===== src/rtl/img_pkg.sv =====
// img_pkg: shared pixel widths, lane/receiver encodings and frame defaults.
`timescale 1ns/1ps
package img_pkg;
    localparam int PIXEL_W = 24;
    localparam int CHAN_W = 8;
    localparam int DEF_RAM_ADDR_BITS = 13;
    localparam int DEF_NUM_PIXELS = 8192;
    typedef enum logic [1:0] {LANE_R, LANE_G, LANE_B} lane_t;
    typedef enum logic [1:0] {RX_IDLE, RX_START, RX_DATA, RX_STOP} rx_state_t;
endpackage


===== src/rtl/pixel_loader_if.sv =====
// pixel_loader_if: source pixel RAM write port.
`timescale 1ns/1ps
interface pixel_loader_if import img_pkg::*; #(parameter int ADDR_BITS = DEF_RAM_ADDR_BITS) ();
    logic                 wr_en;
    logic [ADDR_BITS-1:0] wr_addr;
    logic [PIXEL_W-1:0]   wr_data;
    modport master (output wr_en, wr_addr, wr_data);
    modport slave  (input wr_en, wr_addr, wr_data);
endinterface


===== src/rtl/pixel_loader_uart_rx_os.sv =====
// uart_rx_os: oversampling 8N1 receiver with rx synchronizer and tick generator.
`timescale 1ns/1ps
module uart_rx_os import img_pkg::*; #(
    parameter int CLK_HZ     = 50000000,
    parameter int BAUD       = 115200,
    parameter int OVERSAMPLE = 16
) (
    input  logic        clk,
    input  logic        reset,
    input  logic        rx,
    output logic [7:0]  rx_byte,
    output logic        byte_valid,
    output logic        frame_err,
    output logic        tick
);
    localparam int DIV = CLK_HZ / (BAUD * OVERSAMPLE);
    localparam int DW  = DIV > 1 ? $clog2(DIV) : 1;
    localparam int OSW = $clog2(OVERSAMPLE);
    localparam logic [OSW-1:0] MID  = OSW'(OVERSAMPLE / 2 - 1);
    localparam logic [OSW-1:0] LAST = OSW'(OVERSAMPLE - 1);

    logic [1:0]    sync_q, sync_d;
    logic [DW-1:0] div_q, div_d;
    logic          rx_s;
    rx_state_t     state_q;
    logic [OSW-1:0] cnt_q;
    logic [2:0]    bit_q;
    logic [7:0]    shift_q;
    logic          byte_valid_q, frame_err_q;

    always_comb begin
        rx_s   = sync_q[1];
        tick   = div_q == DW'(DIV - 1);
        sync_d = {sync_q[0], rx};
        div_d  = tick ? '0 : div_q + 1'b1;
    end

    // Synchronizer preloads to idle-high so reset release never looks like a start bit.
    always_ff @(posedge clk or negedge reset)
        if (!reset) begin
            sync_q <= 2'b11;
            div_q  <= '0;
        end else begin
            sync_q <= sync_d;
            div_q  <= div_d;
        end

    always_ff @(posedge clk or negedge reset)
        if (!reset) begin
            state_q      <= RX_IDLE;
            cnt_q        <= '0;
            bit_q        <= '0;
            shift_q      <= '0;
            byte_valid_q <= 1'b0;
            frame_err_q  <= 1'b0;
        end else begin
            byte_valid_q <= 1'b0;
            frame_err_q  <= 1'b0;
            if (tick)
                case (state_q)
                    RX_IDLE:
                        if (!rx_s) begin
                            state_q <= RX_START;
                            cnt_q   <= '0;
                        end
                    RX_START:
                        if (cnt_q == MID) begin
                            state_q <= rx_s ? RX_IDLE : RX_DATA;
                            cnt_q   <= '0;
                            bit_q   <= '0;
                        end else cnt_q <= cnt_q + 1'b1;
                    RX_DATA:
                        if (cnt_q == LAST) begin
                            shift_q <= {rx_s, shift_q[7:1]};
                            cnt_q   <= '0;
                            bit_q   <= bit_q + 1'b1;
                            if (bit_q == 3'd7) state_q <= RX_STOP;
                        end else cnt_q <= cnt_q + 1'b1;
                    RX_STOP:
                        if (cnt_q == LAST) begin
                            byte_valid_q <= rx_s;
                            frame_err_q  <= !rx_s;
                            state_q      <= RX_IDLE;
                            cnt_q        <= '0;
                        end else cnt_q <= cnt_q + 1'b1;
                    default: state_q <= RX_IDLE;
                endcase
        end

    assign rx_byte    = shift_q;
    assign byte_valid = byte_valid_q;
    assign frame_err  = frame_err_q;
endmodule


===== src/rtl/pixel_loader.sv =====
// pixel_loader: packs UART RGB bytes into 24-bit pixels and writes them to source RAM.
`timescale 1ns/1ps
module pixel_loader import img_pkg::*; #(
    parameter int CLK_HZ        = 50000000,
    parameter int BAUD          = 115200,
    parameter int OVERSAMPLE    = 16,
    parameter int RAM_ADDR_BITS = DEF_RAM_ADDR_BITS,
    parameter int RAM_WIDTH     = PIXEL_W,
    parameter int NUM_PIXELS    = DEF_NUM_PIXELS,
    parameter int GAP_TICKS     = 4096
) (
    input  logic             clk,
    input  logic             reset,
    input  logic             rx,
    input  logic             clear,
    pixel_loader_if.master   ram,
    output logic             busy,
    output logic             done,
    output logic             frame_err
);
    localparam int GW = $clog2(GAP_TICKS + 1);
    localparam logic [GW-1:0] GAP_LAST = GW'(GAP_TICKS - 1);
    localparam logic [RAM_ADDR_BITS-1:0] IDX_LAST = RAM_ADDR_BITS'(NUM_PIXELS - 1);

    logic [7:0] rx_byte;
    logic       byte_valid, tick;
    logic       take, wr, last, timeout;

    lane_t                    lane_q, lane_d;
    logic [CHAN_W-1:0]        r_q, r_d, g_q, g_d;
    logic [GW-1:0]            gap_q, gap_d;
    logic [RAM_ADDR_BITS-1:0] idx_q, idx_d, wr_addr_q, wr_addr_d;
    logic [RAM_WIDTH-1:0]     wr_data_q, wr_data_d;
    logic                     wr_en_q, wr_en_d, busy_q, busy_d, done_q, done_d;

    uart_rx_os #(.CLK_HZ(CLK_HZ), .BAUD(BAUD), .OVERSAMPLE(OVERSAMPLE)) u_rx (
        .clk(clk), .reset(reset), .rx(rx), .rx_byte(rx_byte),
        .byte_valid(byte_valid), .frame_err(frame_err), .tick(tick)
    );

    // clear outranks a byte arriving in the same cycle, so a frame restart never writes.
    always_comb begin
        take      = byte_valid && !done_q && !clear;
        wr        = take && lane_q == LANE_B;
        last      = idx_q == IDX_LAST;
        timeout   = lane_q != LANE_R && tick && !byte_valid && gap_q == GAP_LAST;
        r_d       = take && lane_q == LANE_R ? rx_byte : r_q;
        g_d       = take && lane_q == LANE_G ? rx_byte : g_q;
        wr_en_d   = wr;
        wr_addr_d = wr ? idx_q : wr_addr_q;
        wr_data_d = wr ? {r_q, g_q, rx_byte} : wr_data_q;
        idx_d     = clear ? '0 : wr ? (last ? '0 : idx_q + 1'b1) : idx_q;
        lane_d    = clear || timeout || wr ? LANE_R : take ? lane_t'(lane_q + 2'd1) : lane_q;
        gap_d     = clear || byte_valid || timeout ? '0 : lane_q != LANE_R && tick ? gap_q + 1'b1 : gap_q;
        done_d    = clear ? 1'b0 : wr && last ? 1'b1 : done_q;
        busy_d    = clear || (wr && last) ? 1'b0 : take ? 1'b1 : busy_q;
    end

    always_ff @(posedge clk or negedge reset)
        if (!reset) begin
            lane_q    <= LANE_R;
            r_q       <= '0;
            g_q       <= '0;
            gap_q     <= '0;
            idx_q     <= '0;
            wr_en_q   <= 1'b0;
            wr_addr_q <= '0;
            wr_data_q <= '0;
            busy_q    <= 1'b0;
            done_q    <= 1'b0;
        end else begin
            lane_q    <= lane_d;
            r_q       <= r_d;
            g_q       <= g_d;
            gap_q     <= gap_d;
            idx_q     <= idx_d;
            wr_en_q   <= wr_en_d;
            wr_addr_q <= wr_addr_d;
            wr_data_q <= wr_data_d;
            busy_q    <= busy_d;
            done_q    <= done_d;
        end

    assign ram.wr_en   = wr_en_q;
    assign ram.wr_addr = wr_addr_q;
    assign ram.wr_data = wr_data_q;
    assign busy        = busy_q;
    assign done        = done_q;
endmodule


===== src/flat_wrapper.sv =====
// flat-port wrapper written by rule: the top's interface ports become plain ports
module pixel_loader_flat import img_pkg::*;
#(
    parameter int CLK_HZ        = 50000000,
    parameter int BAUD          = 115200,
    parameter int OVERSAMPLE    = 16,
    parameter int RAM_ADDR_BITS = DEF_RAM_ADDR_BITS,
    parameter int RAM_WIDTH     = PIXEL_W,
    parameter int NUM_PIXELS    = DEF_NUM_PIXELS,
    parameter int GAP_TICKS     = 4096
)
  (clk, reset, rx, clear, busy, done, frame_err, ram_wr_en, ram_wr_addr, ram_wr_data);
  pixel_loader_if #(.ADDR_BITS(13)) ram_i ();
  input  logic clk;
  input  logic reset;
  input  logic rx;
  input  logic clear;
  output logic busy;
  output logic done;
  output logic frame_err;
  output wire logic [$bits(ram_i.wr_en)-1:0] ram_wr_en;
  output wire logic [$bits(ram_i.wr_addr)-1:0] ram_wr_addr;
  output wire logic [$bits(ram_i.wr_data)-1:0] ram_wr_data;
  assign ram_wr_en = ram_i.wr_en;
  assign ram_wr_addr = ram_i.wr_addr;
  assign ram_wr_data = ram_i.wr_data;
  pixel_loader #(.CLK_HZ(CLK_HZ), .BAUD(BAUD), .OVERSAMPLE(OVERSAMPLE), .RAM_ADDR_BITS(RAM_ADDR_BITS), .RAM_WIDTH(RAM_WIDTH), .NUM_PIXELS(NUM_PIXELS), .GAP_TICKS(GAP_TICKS)) u_core (.clk(clk), .reset(reset), .rx(rx), .clear(clear), .ram(ram_i), .busy(busy), .done(done), .frame_err(frame_err));
endmodule

===== config.mk =====
export PLATFORM = sky130hd
export DESIGN_NAME = pixel_loader_flat
export DESIGN_NICKNAME = d
export VERILOG_FILES = /design/src/rtl/img_pkg.sv /design/src/rtl/pixel_loader_if.sv /design/src/rtl/pixel_loader_uart_rx_os.sv /design/src/rtl/pixel_loader.sv /design/src/flat_wrapper.sv
export SDC_FILE = /design/constraint.sdc
export NUM_CORES = 1
export LEC_CHECK = 0
export ABC_AREA = 1
export BUFFER_PORTS_ARGS = -buffer_cell sky130_fd_sc_hd__buf_2
export CAP_MARGIN = 20
export CORE_UTILIZATION = 59
export DETAILED_ROUTE_END_ITERATION = 10
export HOLD_SLACK_MARGIN = 0.02
export PLACE_DENSITY = 0.79
export SETUP_SLACK_MARGIN = 0.4
export SLEW_MARGIN = 20
export SYNTH_ARGS = -nofsm -noshare
export SYNTH_HDL_FRONTEND = slang
export SYNTH_HIERARCHICAL = 1
export SYNTH_SLANG_ARGS = --single-unit

===== constraint.sdc =====
create_clock -name clk -period 2.3 [get_ports clk]
set_clock_uncertainty 0.05 [all_clocks]
set_input_delay 0.23 -clock clk [delete_from_list [all_inputs] [get_ports clk]]
set_output_delay 0.23 -clock clk [all_outputs]
set_load 0.005 [all_outputs]

# Word level (Yosys, flattened, before mapping)
# Index checks and enable logic that the tools add are counted.
[totals]
regBits = 110
in_bits = 4
out_inout_bits = 41
word_cells = 104
[classes]
n_addsub = 6
n_eq_ne = 16
muxes = 32
n_reduce_logical = 32
[ops]
columns = ["operator", "count"]
rows = [
  ["$mux W13", 5],
  ["$add A13 B1 Y13 const B", 2],
  ["$mux W2", 8],
  ["$reduce_bool A2 Y1", 7],
  ["$eq A13 B12 Y1 const B", 1],
  ["$eq A13 B13 Y1 const B", 1],
  ["$mux W4", 3],
  ["$pmux W4 S3", 1],
  ["$mux W1", 10],
  ["$ne A2 B2 Y1 const B", 5],
  ["$logic_and A1 B1 Y1", 9],
  ["$pmux W2 S4", 1],
  ["$eq A2 B2 Y1 const B", 3],
  ["$mux W3", 2],
  ["$pmux W3 S2", 1],
  ["$reduce_and A6 Y1", 1],
  ["$add A5 B1 Y5 const B", 1],
  ["$eq A5 B5 Y1 const B", 1],
  ["$logic_or A1 B1 Y1", 5],
  ["$mux W5", 1],
  ["$add A4 B1 Y4 const B", 1],
  ["$eq A2 B1 Y1 const B", 2],
  ["$eq A4 B3 Y1 const B", 1],
  ["$eq A4 B4 Y1 const B", 1],
  ["other kinds (9)", 13],
]

# Longest topological paths before layout
# Gate-level depths: netlist (run 1).
[logic_depth]
depth_word = 7
depth_mapped = 12
mapped_depth_nobuf = 12

# By module
# The synthesis (run 1) kept the hierarchy.
[by_module_without_submodules]
columns = ["mod", "n_inst", "cells_each", "area_per_inst_um2", "seq_area_each_um2"]
rows = [
  ["pixel_loader", 1, 446, 3756.1, 2102.0],
  ["uart_rx_os", 1, 128, 1243.7, 653.1],
]

# Worst setup path before layout (run 1)
# Ideal clock, no wire load.
[synth_timing]
path_kind = "register -> register"
start = "register u_core.u_rx.div_q[0]"
end = "register u_core.gap_q[4]"
setup_time_ps = 120
arrival_ps = 1655
required_time_ps = 2130
path_slack_ps = 476
path_stages_with_launch = 11
path_buffers = 0
period_less_slack_ps = 1824
path_cell_list = "dfrtp_1 inv_1 ha_1 nand4_4 inv_6 inv_1 nor2_2 nand2_1 nor2_4 xor2_1 nor2_1"
[synth_between]
elab_chain_len = 6
word_cells_on_any_way = 7
cone_classes = "eq/ne (1); mux (1); reduce/logical (5)"
[synth_rtl]
columns = ["element", "line_no", "source"]
rows = [
  ["start, declared", "pixel_loader_uart_rx_os.sv:23", "logic [DW-1:0] div_q, div_d;"],
  ["start signal, assigned", "pixel_loader_uart_rx_os.sv:45", "div_q <= div_d;"],
  ["$eq A5 B5 Y1 *", "pixel_loader_uart_rx_os.sv:33", "tick = div_q == DW'(DIV - 1);"],
  ["named net u_core.tick", "pixel_loader.sv:26", "logic byte_valid, tick;"],
  ["$logic_and A1 B1 Y1 *", "pixel_loader.sv:46, pixel_loader.sv:54", ""],
  ["$logic_and A1 B1 Y1 (2 in series)", "pixel_loader.sv:46", "timeout = lane_q != LANE_R && tick && !byte_valid && gap_q == GAP_LAST;"],
  ["$logic_or A1 B1 Y1", "pixel_loader.sv:54", "gap_d = clear || byte_valid || timeout ? '0 : lane_q != LANE_R && tick ? gap_q + 1'b1 : gap_q;"],
  ["$mux W13 or $reduce_bool A2 Y1 (tied branches)", "--", ""],
  ["end signal, assigned", "pixel_loader.sv:75", "gap_q <= gap_d;"],
  ["end, declared", "pixel_loader.sv:31", "logic [GW-1:0] gap_q, gap_d;"],
]
# The timed path passes the listed nets; every way through them passes the cells marked *.
# A chain may end at the register's enable or synchronous reset.

# Worst setup path after layout (run 1)
[layout_timing]
start = "register u_core.u_rx.div_q[0]"
end = "register u_core.gap_q[10]"
# The elaborated chain is that of the path after synthesis.

==> reports/metrics.yaml, run 1 <==
synth.top_cells.by_count: "nand2_1 (194), dfrtp_1 (108), inv_1 (54), o21ai_0 (52), nor2_1 (43)"
yosys.area_share.simple: 0.265
layout-drive-gt1-share: 0.168
syn-num-nets: 588
grt_pass1_wl_um: 16100
nFillCells: 656
rsz0062_at_grt: "no"
critPathArrivalTime_ns: 1.98
multi_input_area_um2: 1920
synth-edff-count: 0
hold_viol: 0
antenna_found_initial: 0
cp-start-kind: "flop"
synth_area_per_cell_um2: 8.71
synthAdderAreaFrac: 0.0250
r2r_slack_ns: 0.53
setup.worst_path.end_class: "flop"
finalSetupViolations: 0
yosys_warnings: 6
cts_buffer_depth: 2
maxCapViolCount: 0
synth-async-reset-ratio: 1.00
synth_top_family_by_area: "simple AND/OR/NAND/NOR gates"
vias: 3806
grt_remaining_overflow: 0
core_um2: 8220
synth-xor-area-share: 0.0210
met2_length_um: 4610
yosysUniqueCellTypes: 31
p_leak_nw: 2.79
r2r_start: "u_core/u_rx/div_q[0]$_DFF_PN0_"
clkLatencyLatePin_ns: 0.37
detail-route-antenna-nets: 0
synth_seq_cells: 110
synth_flop_cell: "dfrtp_1"
via_per_inst: 5.18
post-synth-top-count-cell: "nand2_1"
drt-total-wl_um: 9430
worst_slew_pin_slew_ns: 0.460
die_w_um: 94.1
die_h_um: 94.1
port_buffers: 44
min_period_ns: 1.77
seq_area_um2: 2760
drt_iter0_drc: 146
cts_tree: "yes"
status: "completed"
antenna_cells: 0
fp-row-count: 33
fin_hold_ws_ns: 0.137
top_level_ports: 45
min_to: "u_core/gap_q[12]$_DFFE_PN0P_"
syn_to_final_growth_pct: 11.4
synth_top_area_frac: 0.541
clock-sinks: 110
die-area_um2: 8850
slew_viol_final: 0
r2r_end: "u_core/gap_q[10]$_DFFE_PN0P_"
layout.nets: 639
drcViolationCount: 0
drt_first_pass_iters: 4
grt_pass1_vias: 3636
clock.fmax_mhz: 566
cts_made_buffers: 9
htreeDepth: 3
dp_hpwl_um: 6730
post-route-period-util: 0.768
grt_max_degree: 72
synth-seq-area-share: 0.551
synth_top_cell_by_area: "dfrtp_1"
synth_mux_area_frac: 0
p_per_area_nw_per_um2: 566
start_util: 0.608
hold_depth: 4
synthTopCellsByArea: "dfrtp_1 (54%), nand2_1 (15%), o21ai_0 (5.2%)"
hold_path.class: "in2reg"
grt_usage: 0.234
highest_layer: "met4"
worstHoldStart: "clear"
netlist_instances: 574
critPathRequiredTime_ns: 2.52
gp_congestion: 0.859
r2r_cells: 11
wl_met3_um: 244
avgRoutedWirePerCell_um: 12.8
synth-compound-area-share: 0.0711
slew_headroom: 0.692
cp_max_fo: 5
ir_worst_vdd_mv: 0.386
post-route-util: 0.678
tns_ns: 0
clock-root-buffer: "clkbuf_8"
wl_met1_um: 4460
path_class: "reg2reg"
clk_pin_slew_ns: 0.11
synth.cell_area_um2: 5000
[logic make-up after synthesis]
group | Yosys count
compound gates | 65
xor+xnor | 12
fa+ha+maj | 10
buf+inv | 76
flops | 110
simple gates | 301
[cell type report]
| type | count | share of cell area |
|---|---|---|
| clock buffers | 9 | 0.0222 |
| clock inverters | 7 | 0.0139 |
| inverters | 63 | 0.0433 |
| multi-input cells | 388 | 0.345 |
| flip-flops and latches | 110 | 0.494 |
| well taps | 105 | 0.0236 |
| repair buffers | 53 | 0.0575 |
[state kept, by name, indices dropped and copies added, names as in the netlist, 4 cells and up, named ones only]
register	flops
u_core/ram.wr_data	24
u_core/gap_q	13
u_core/g_q	8
u_core/u_rx/div_q	5
u_core/u_rx/rx_byte	8
u_core/u_rx/cnt_q	4
u_core/r_q	8
u_core/ram.wr_addr	13
u_core/idx_q	13
[what timing repair did]
item                       in CTS  in global routing
setup endpoints to repair      11                 19
hold buffers                    2                  0
setup buffers                   0                  1
hold endpoints to repair      107                  0
resized for setup               1                  2
pin swaps                       0                  0
[stage by stage]
| stage | setup WS [ns] | std cells | instance area, um^2 | total power, mW |
|---|---|---|---|---|
| after CTS | 0.452 | 734 | 5560 | 3.20 |
| after floorplan | 0.476 | 574 | 5000 | 2.00 |
| after global routing | 0.416 | 735 | 5570 | 3.29 |
| after global placement | 0.455 | 716 | 5330 | 2.05 |
| after detailed placement | 0.369 | 716 | 5330 | 2.05 |
| final | 0.534 | 735 | 5570 | 3.16 |
[power by group]
group	leakage (nW)	switching [mW]	total, mW	internal [mW]
sequential	1.51	0.00232	1.94	1.94
clock	0.0983	0.712	1.14	0.431
combinational	1.17	0.0573	0.0728	0.0155
[worst max-delay path by stage]
stage                                   startpoint                            to  slack, ns  cells after the start
floorplan           u_core/u_rx/div_q[0]$_DFF_PN0_   u_core/gap_q[4]$_DFFE_PN0P_       0.48                     10
global placement    u_core/u_rx/div_q[0]$_DFF_PN0_  u_core/gap_q[10]$_DFFE_PN0P_       0.46                      9
detailed placement  u_core/u_rx/div_q[0]$_DFF_PN0_  u_core/gap_q[10]$_DFFE_PN0P_       0.37                      9
CTS                 u_core/u_rx/div_q[0]$_DFF_PN0_  u_core/gap_q[10]$_DFFE_PN0P_       0.45                     12
global route        u_core/u_rx/div_q[0]$_DFF_PN0_   u_core/gap_q[5]$_DFFE_PN0P_       0.42                     11
finish              u_core/u_rx/div_q[0]$_DFF_PN0_  u_core/gap_q[10]$_DFFE_PN0P_       0.53                     11
[per-layer routing]
layer | global-route usage | vias to the layer above
li1 | - | 1913
met1 | 0.304 | 1826
met2 | 0.398 | 58
met3 | 0.0396 | 9
met4 | 0.0795 | 0
met5 | 0 | -
[worst max-delay path, cell delays in order, from the launching register on]
cell,delay [ns]
dfrtp_1,0.43
inv_1,0.07
ha_1,0.18
nand4_4,0.16
inv_6,0.09
inv_1,0.04
nor2_2,0.12
nand2_1,0.13
nor2_4,0.15
nand4_1,0.10
nand2_1,0.09
nor2_1,0.04
[layout by cell type (no fill, tap or decap), types with 3 or more instances in the layout]
master and count:
nand3_1 26, xor2_1 10, inv_6 4, buf_2 43, o21ai_0 52, o21ai_1 3, buf_4 6, o21ai_2 8
ha_1 10, nand2_1 193, nor3_1 4, dfrtp_1 108, nor2_1 42, inv_2 8, nor2_4 5, nand4_1 15
inv_1 54, clkbuf_8 9, nand2_2 3, nor2_2 5
(Power assumes the default switching activity.)
==> run 2: changes to the inputs <==
Settings changed: ABC_AREA 1 to 0.
Clock period 2.3 ns to 1.7 ns, I/O delays scaled along.
==> run 2 against run 1 <==
  * The run now ends with negative setup slack left
  * Non-clock buffer count is 75 higher
  * Sequential share of layout area is 11 points lower
  * Count of clock-buffer cells in the layout stayed put
  * Cell count is 6.8% lower
  * Combinational power is 63% higher
  * Fmax is 14% lower
  * Area after synthesis is 2.2% lower
  * Sequential cell count stayed put
  * Design area is 28% higher
  * Critical path type unchanged
  * Largest power group unchanged
==> reports/metrics.yaml, run 2 <==
hold_viol: 0  # unchanged
synthTopCellsByArea: "dfrtp_1 (55%), nand2_1 (9.5%), mux2_2 (4.4%)"
cp_slowest_stage_delay_ns: 0.42  # about the same
yosysUniqueCellTypes: 55  # +77%
synth_flop_cell: "dfrtp_1"
synth_top_area_frac: 0.552  # +0.0119
p_leak_nw: 3.63  # +30%
cp_max_fo: 5  # unchanged
syn-num-nets: 475  # -19%
gp_congestion: 0.816  # -5.0%
final_cell_mix: "dfrtp_1 (104), nand2_2 (54), buf_2 (43)"
crit_slowest_cell: "or3_4"
rsz0062_at_grt: "yes"
antenna_cells: 0  # unchanged
grt_max_degree: 51  # -29%
setup.worst_path.end_class: "flop"
vias: 4747  # +25%
critPathRequiredTime_ns: 1.91  # -0.61 ns
synth_area_per_cell_um2: 10.6  # +22%
post-route-util: 0.908  # +0.229
hold_path.class: "in2reg"
layout_commonest_cell: "dfrtp_1"
worst_slack_ns: -0.356  # -0.890 ns
largest_reg_flops: 24  # unchanged
die_h_um: 93.1  # -1.1%
start_util: 0.620  # +0.0117
via_per_inst: 6.93  # +34%
grt_remaining_overflow: 0  # unchanged
crit_buf_inv: 3  # unchanged
grt_usage: 0.344  # +0.109
status: "complete, but fails checks"
layout-drive-gt1-share: 0.552  # +0.384
syn_to_final_growth_pct: 46.3
synth.top_cells.by_count: "nand2_1 (124), dfrtp_1 (108), nor2_1 (33), mux2_2 (19)"
drt_iter0_drc: 550  # +280%
clock-root-buffer: "clkbuf_8"
stdcell_area_um2: 7160  # +28%
min_period_ns: 2.06  # +0.290 ns
synth-async-reset-ratio: 1.00  # unchanged
post-route-period-util: 1.21  # +0.441
placed_area_um2: 5670  # +6.3%
synth_top_cell_by_area: "dfrtp_1"
die_w_um: 93.1  # -1.1%
post-synth-top-count-cell: "nand2_1"
clock.fmax_mhz: 486  # -14%
slew_headroom: 0.672  # -0.0201
detail-route-antenna-nets: 0  # unchanged
die-area_um2: 8660  # -2.1%
antenna_found_initial: 1  # +1
avgRoutedWirePerCell_um: 28.1  # +120%
maxCapViolCount: 0  # unchanged
synth.cell_area_um2: 4890  # -2.2%
stdcell_count: 685  # -6.8%
layout.nets: 592  # -7.4%
top_level_ports: 45  # unchanged
netlist_instances: 461  # -20%
cts_made_buffers: 9  # unchanged
finalSetupViolations: 90  # +90
violations: "negative setup slack"
drt_first_pass_iters: 6  # +2
ir_worst_vdd_mv: 0.493  # +28%
htreeDepth: 3  # unchanged
slew_viol_final: 0  # unchanged
core_um2: 7890  # -4.0%
place_ws_ns: -0.210  # -0.579 ns
drt-total-wl_um: 19200  # +100%
port_buffers: 44  # unchanged
dp_hpwl_um: 6960  # +3.4%
crit_chain: "inv_1, ha_2, nand4b_4, inv_4, nand3b_4, or3_4, o31ai_4, buf_4, nor2_1"
r2r_cells: 9  # -2
crit_family: "simple AND/OR/NAND/NOR gates"
grt_pass1_wl_um: 22100  # +38%
p_per_area_nw_per_um2: 609  # +7.5%
cts_tree: "yes"
path_class: "reg2reg"
synth-seq-area-share: 0.563  # +0.0121
critPathArrivalTime_ns: 2.27  # +0.29 ns
cts_buffer_depth: 2  # unchanged
grt_pass1_vias: 4261  # +17%
clock-sinks: 110  # unchanged
p_total_mw: 4.36  # +38%
clk_pin_slew_ns: 0.10  # about the same
worst_slew_pin_slew_ns: 0.492  # +0.0313 ns
yosys_warnings: 6  # unchanged
place_inst: 632  # -12%
drcViolationCount: 0  # unchanged
fp-row-count: 32  # -3.0%
worst-path-stages: 9  # -2
synth-edff-count: 0  # unchanged
synth_seq_cells: 110  # unchanged
cp-start-kind: "flop"
clkLatencyLatePin_ns: 0.40  # +0.03 ns
hold_depth: 2  # -2
run 2: cell types whose count changed in the layout (fill, tap and decap cells not counted), sizes merged, moves of 6 or more:
cell / previous run / this run
a21oi: 2 / 8
buf: 51 / 126
inv: 67 / 17
mux2: 0 / 26
nand2: 197 / 124
nand3: 29 / 12
nand4: 16 / 10
nor2: 53 / 33
o21ai: 63 / 10
xnor2: 2 / 12
run 2: final cells by class:
type / instances / area [um^2]
flip-flops and latches: 110 / 2760
clock buffers: 9 / 124
inverters: 13 / 63.8
multi-input cells: 316 / 2780
clock inverters: 7 / 63.8
repair buffers: 128 / 1230
fillers: 247 / 729
well taps: 102 / 128
run 2: final timing paths:
kind	startpoint	to	slack (ns)
max in group asynchronous	reset	u_core/u_rx/rx_byte[7]$_DFFE_PN0P_	0.72
worst min register to register	u_core/u_rx/sync_q[0]$_DFF_PN1_	u_core/u_rx/sync_q[1]$_DFF_PN1_	0.32
worst min-delay path	clear	u_core/gap_q[10]$_DFFE_PN0P_	0.14
worst max register to register	u_core/u_rx/div_q[0]$_DFF_PN0_	u_core/gap_q[5]$_DFFE_PN0P_	-0.36
worst max-delay path	u_core/u_rx/div_q[0]$_DFF_PN0_	u_core/gap_q[5]$_DFFE_PN0P_	-0.36
min in group asynchronous	reset	u_core/ram.wr_addr[7]$_DFFE_PN0P_	0.22
run 2: worst reg2reg max path, stage by stage (launching register included):
cell	delay [ns]
dfrtp_1	0.40
inv_1	0.08
ha_2	0.20
nand4b_4	0.12
inv_4	0.08
nand3b_4	0.09
or3_4	0.42
o31ai_4	0.25
buf_4	0.20
nor2_1	0.06
run 2: repair_timing:
item                                    in CTS  in global routing
endpoints found under the setup margin     107                109
hold buffers                                 2                  0
buffers inserted                            17                 12
pin swaps                                   64                 55
resized for setup                          123                104
hold endpoints to repair                    31                  0
gates cloned                                 6                  0
run 2: metrics by stage:
| stage | TNS [ns] | hold slack (ns) |
|---|---|---|
| after detailed placement | -4.26 | 0.0957 |
| after global placement | -2.78 | 0.0972 |
| final | -12.11 | 0.142 |
| after global routing | -14.76 | 0.134 |
| after CTS | -4.24 | 0.0806 |
| after floorplan | -4.55 | -0.176 |
run 2: routing by layer:
metal	GRT usage	up-vias	share of wire
met5	0	-	0.00052
met4	0.190	2	0.085
met3	0.0764	167	0.11
met2	0.588	463	0.47
met1	0.402	2318	0.34
li1	-	1797	-
run 2: logic make-up after synthesis:
kind of cell             Yosys count  share of synthesized area
XOR/XNOR                          22                     0.0394
AND/OR/NAND/NOR                  213                      0.207
AO/OA/AOI/OAI                     44                     0.0652
flip-flops                       110                      0.563
multiplexers                      27                     0.0619
adder cells (fa/ha/maj)           10                     0.0256
buffers and inverters             35                     0.0381
run 2: power breakdown:
| part | leakage (nW) | switching (mW) | internal [mW] |
|---|---|---|---|
| combinational | 2.03 | 0.0866 | 0.0328 |
| clock | 0.0903 | 1.04 | 0.569 |
| sequential | 1.51 | 0.00753 | 2.62 |
| total | 3.63 | 1.14 | 3.22 |
